<file path="src/rtl/stream_mux_pkg.sv">
// Shared constants and helpers for the stream_mux_rr block.
package stream_mux_pkg;

  localparam int MODE_FIXED = 0;
  localparam int MODE_RR    = 1;

  // Index width that never collapses to zero bits.
  function automatic int clog2_min1(input int n);
    return (n <= 2) ? 1 : $clog2(n);
  endfunction

endpackage

</file>
<file path="src/rtl/stream_mux_rr_grant.sv">
// Round-robin grant: first requester at or after ptr, wrapping modulo N_CH.
module rr_grant
  import stream_mux_pkg::*;
#(
  parameter  int N_CH  = 4,
  localparam int SEL_W = clog2_min1(N_CH)
) (
  input  logic [N_CH-1:0]  req,
  input  logic [SEL_W-1:0] ptr,
  output logic [N_CH-1:0]  grant,
  output logic [SEL_W-1:0] gidx
);

  logic found;

  always_comb begin
    grant = '0;
    gidx  = '0;
    found = 1'b0;
    for (int k = 0; k < N_CH; k++) begin
      int c;
      c = int'(ptr) + k;
      if (c >= N_CH) c = c - N_CH;
      if (!found && req[c]) begin
        found    = 1'b1;
        grant[c] = 1'b1;
        gidx     = SEL_W'(c);
      end
    end
  end

endmodule

</file>
<file path="src/rtl/stream_mux_rr.sv">
// N-channel valid/ready stream mux with fixed-select or round-robin arbitration
// and a single registered output stage.
module stream_mux_rr
  import stream_mux_pkg::*;
#(
  parameter  int N_CH  = 4,
  parameter  int WIDTH = 8,
  parameter  int MODE  = MODE_FIXED,
  localparam int SEL_W = clog2_min1(N_CH)
) (
  input  logic                  clk,
  input  logic                  rst,
  input  logic [N_CH*WIDTH-1:0] in_data,
  input  logic [N_CH-1:0]       in_valid,
  output logic [N_CH-1:0]       in_ready,
  input  logic [SEL_W-1:0]      sel,
  output logic [WIDTH-1:0]      out_data,
  output logic                  out_valid,
  input  logic                  out_ready,
  output logic [SEL_W-1:0]      out_ch
);

  logic             load;
  logic             gany;
  logic [N_CH-1:0]  grant;
  logic [SEL_W-1:0] gidx;
  logic [WIDTH-1:0] gdata;

  assign load = !out_valid || out_ready;
  assign gany = |grant;
  // No handshake is offered while reset is held.
  assign in_ready = (!rst && load) ? grant : '0;

  generate
    if (MODE == MODE_RR) begin : g_rr
      logic [SEL_W-1:0] ptr;
      logic             sel_unused;

      assign sel_unused = ^sel;

      rr_grant #(.N_CH(N_CH)) u_rr (
        .req   (in_valid),
        .ptr   (ptr),
        .grant (grant),
        .gidx  (gidx)
      );

      always_ff @(posedge clk) begin
        if (rst)
          ptr <= '0;
        else if (load && gany)
          ptr <= (int'(gidx) == N_CH - 1) ? '0 : gidx + 1'b1;
      end
    end else begin : g_fixed
      // Out-of-range sel matches no lane, so it yields no grant.
      always_comb begin
        grant = '0;
        gidx  = sel;
        for (int i = 0; i < N_CH; i++)
          grant[i] = (int'(sel) == i) && in_valid[i];
      end
    end
  endgenerate

  always_comb begin
    gdata = '0;
    for (int i = 0; i < N_CH; i++)
      if (grant[i]) gdata = gdata | in_data[i*WIDTH +: WIDTH];
  end

  always_ff @(posedge clk) begin
    if (rst) begin
      out_valid <= 1'b0;
      out_data  <= '0;
      out_ch    <= '0;
    end else if (load) begin
      if (gany) begin
        out_valid <= 1'b1;
        out_data  <= gdata;
        out_ch    <= gidx;
      end else begin
        out_valid <= 1'b0;
      end
    end
  end

endmodule

</file>
<file path="config.mk">
export PLATFORM = sky130hd
export DESIGN_NAME = stream_mux_rr
export DESIGN_NICKNAME = d
export VERILOG_FILES = /design/src/rtl/stream_mux_pkg.sv /design/src/rtl/stream_mux_rr_grant.sv /design/src/rtl/stream_mux_rr.sv
export SDC_FILE = /design/constraint.sdc
export NUM_CORES = 1
export LEC_CHECK = 0
export ABC_AREA = 1
export BUFFER_PORTS_ARGS = -buffer_cell sky130_fd_sc_hd__buf_2
export CAP_MARGIN = 10
export CORE_MARGIN = 3
export CORE_UTILIZATION = 41
export DETAILED_ROUTE_END_ITERATION = 6
export PLACE_DENSITY_LB_ADDON = 0.2
export RECOVER_POWER = 50
export SETUP_SLACK_MARGIN = 0.1
export SLEW_MARGIN = 20
export SYNTH_ARGS = -nofsm -noshare
export SYNTH_HDL_FRONTEND = slang
export SYNTH_SLANG_ARGS = --single-unit
</file>
<file path="constraint.sdc">
create_clock -name clk -period 1.2 [get_ports clk]
set_input_delay 0.06 -clock clk [delete_from_list [all_inputs] [get_ports clk]]
set_output_delay 0.06 -clock clk [all_outputs]
set_load 0.05 [all_outputs]
</file>
==> results.md <==
* CTS buffer count at 3
* Post-Syn Instances at 134
* Flop-to-flop setup slack at about 0.060 ns
* Dominant cells by area after synthesis: dfxtp_1, nand2_1, nor2_1
* FF-to-FF Start: out_valid$_SDFFE_PP0N_
* Syn Std Cell Area at 827 um^2
* # DRC at 0
* Tmin final at about 1.2 ns
* # Max-Cap Violations at 0
* Fin nets at ~240
* Status: completed
* Ys Warns at 0
* P&R area growth vs syn at 53.1%
* H-tree Lvls at 1
* Final setup violation count at 0
* Hold Crit Class: input pin to flip-flop
* DR vias at 1062
* Fmax at 837 MHz
* PD cells at 953 nW/um^2
* Distinct cell type count after synthesis at 19
* Leading cell type in the layout, fill and taps excluded: buf_2
* Die width at 50.9 um
* Initial antenna violation count at 0
* Worst rel slew slack at 0.813
* CP Max Fanout at 4
* Share of layout cells above drive strength 1 at 0.449
* Starting Density at 0.454
* Final design utilization at 0.696
* Final Cycle Share at 0.995
* Vias per std cell at 4.81
* I/O Buffers at 55
* Worst Path Required at 1.14 ns
* Fill cell count at ~170
* Hpwl dp at 1960 um
* Site Rows at 15
* DRC marker count from the first detailed-route iteration at 20
* Mapped Nets at 175
* GP Congestion at 0.817
* CP startpoint kind: flip-flop
* First-pass detailed-route iteration total at 6
* CP endpoint: in_ready[2]
* Final number of max-transition violations at 0
* Largest net degree at the start of global routing at 11
* Post-route ant nets at 0
* Synthesized area per cell at 6.17 um^2
* CTS sink cnt at 11
* WS Path Type: flip-flop to output port
* First-pass GRT wire length at 4020 um
* Cell taking the most area after synthesis: dfxtp_1
* GR peak layer: met2
* Worst-path clk slew at ~0.070 ns
* Post-synthesis sequential area ratio at 0.266
* Global route overflow at 0
* FF+latch area at 224 um^2
* Max clock buf depth at 2
* Vias in the first global route at 990
* Post-route setup TNS at 0 ns
* Critical Path Start: out_valid$_SDFFE_PP0N_
* Worst vdd ir at 0.450 mV
* Multi-input gate area at about 560 um^2
* R2R cell count at 8
* Leak at about 0.65 nW
* GRT Total Usage at 0.201
* FF+latch count, synth at 11
* R2r endpoint: out_data[3]$_SDFFE_PP0P_
* Hold Fails Final Rpt at 0
* Final Skew at just under 0.005 ns
* Area share of the largest cell type after synthesis at 0.266
* Critical path arrival at 1.13 ns
* Setup crit end kind: output port
* I/O pin count at 56
* Total Routed Length at 2470 um
* RSZ-0062 raised after global routing: true
* M1 GR Usage at 0.258
* Diode count at 0
* Die Y at roughly 50 um
* Root buf cell: clkbuf_4
* CTS tree: yes
* Commonest cells after routing, fill and taps aside: buf_2, nand2_1, nor2_1, nand4_1, nand3_1
* GR Util met2 at 0.330
* Die area at 2590 um^2
* Area of the core at approximately 1800 um^2
* Worst-Skew Late Latency at 0.27 ns
* Met3 usage at 0.0175
* Worst slew pin tran at 0.282 ns
* WL per Instance at 11.2 um
==> flip-flops by register name (all words and copies together) (netlist names) <==
name       cells
out_valid      1
out_ch         2
out_data       8
==> how the worst min path moves through the flow <==
stage / endpoint / slack (ns) / from / cells past startpoint
global route: out_data[5]$_SDFFE_PP0P_ / 0.15 / in_data[13] / 5
detailed placement: out_valid$_SDFFE_PP0N_ / 0.23 / rst / 2
finish: out_data[0]$_SDFFE_PP0P_ / 0.14 / in_data[8] / 5
CTS: out_data[0]$_SDFFE_PP0P_ / 0.14 / in_data[8] / 5
global placement: out_valid$_SDFFE_PP0N_ / 0.22 / rst / 2
floorplan: out_valid$_SDFFE_PP0N_ / 0.12 / rst / 1
==> synth_stat cells (all sizes together) <==
library cell  number
dfxtp             11
inv               14
nand2             41
buf                4
o21ai              1
nor2              30
a21oi              1
clkinv             1
nand4             16
nand3             13
clkbuf             2
==> repair_timing <==
action,4_1_cts,5_1_grt
setup endpoints to repair,4,12
buffers inserted,1,0
hold buffers,1,0
gates cloned,1,0
hold endpoints to repair,1,0
pin swaps,2,7
resized for setup,9,3
==> metrics by stage <==
stage	total power [mW]	area (um^2)	setup WS, ns	instances	hold WS (ns)
final	1.21	1270	0.00562	221	0.139
after global routing	1.28	1270	-0.0332	221	0.154
after CTS	1.20	1250	0.00590	221	0.142
after detailed placement	0.938	1170	0.0442	214	0.227
after global placement	0.927	1170	0.0822	214	0.219
after floorplan	0.793	866	0.0869	134	0.119
==> cell families (layout without fill, tap and decap cells) <==
| kind of cell | Yosys count | count (layout) | synth area share |
|---|---|---|---|
| flip-flops | 11 | 11 | 0.266 |
| buffers and inverters | 21 | 82 | 0.126 |
| AO/OA/AOI/OAI | 2 | 3 | 0.0257 |
| AND/OR/NAND/NOR | 100 | 100 | 0.582 |
==> layout make-up <==
| type | count | share of cell area |
|---|---|---|
| multi-input cells | 103 | 0.444 |
| clock buffers | 4 | 0.0208 |
| inverters | 15 | 0.0445 |
| flip-flops and latches | 11 | 0.177 |
| well taps | 25 | 0.0247 |
| repair buffers | 63 | 0.290 |
==> critical path: stages (launching register included) <==
cell     delay [ns]
dfxtp_4        0.35
inv_2          0.03
nor2_2         0.10
inv_2          0.07
nand2_4        0.12
nor2_4         0.05
buf_8          0.14
==> report_power, final <==
part / switching (mW) / internal (mW)
clock: 0.120 / 0.129
combinational: 0.359 / 0.176
sequential: 0.0184 / 0.404
total: 0.497 / 0.710
==> per-layer routing <==
layer	share of wire	vias to the layer above	wire length, um
met4	0.0077	0	19
met5	0	-	0
met2	0.48	46	1200
met1	0.44	459	1080
li1	-	555	-
met3	0.071	2	174
No activity file was read; power rests on OpenSTA's default activity.
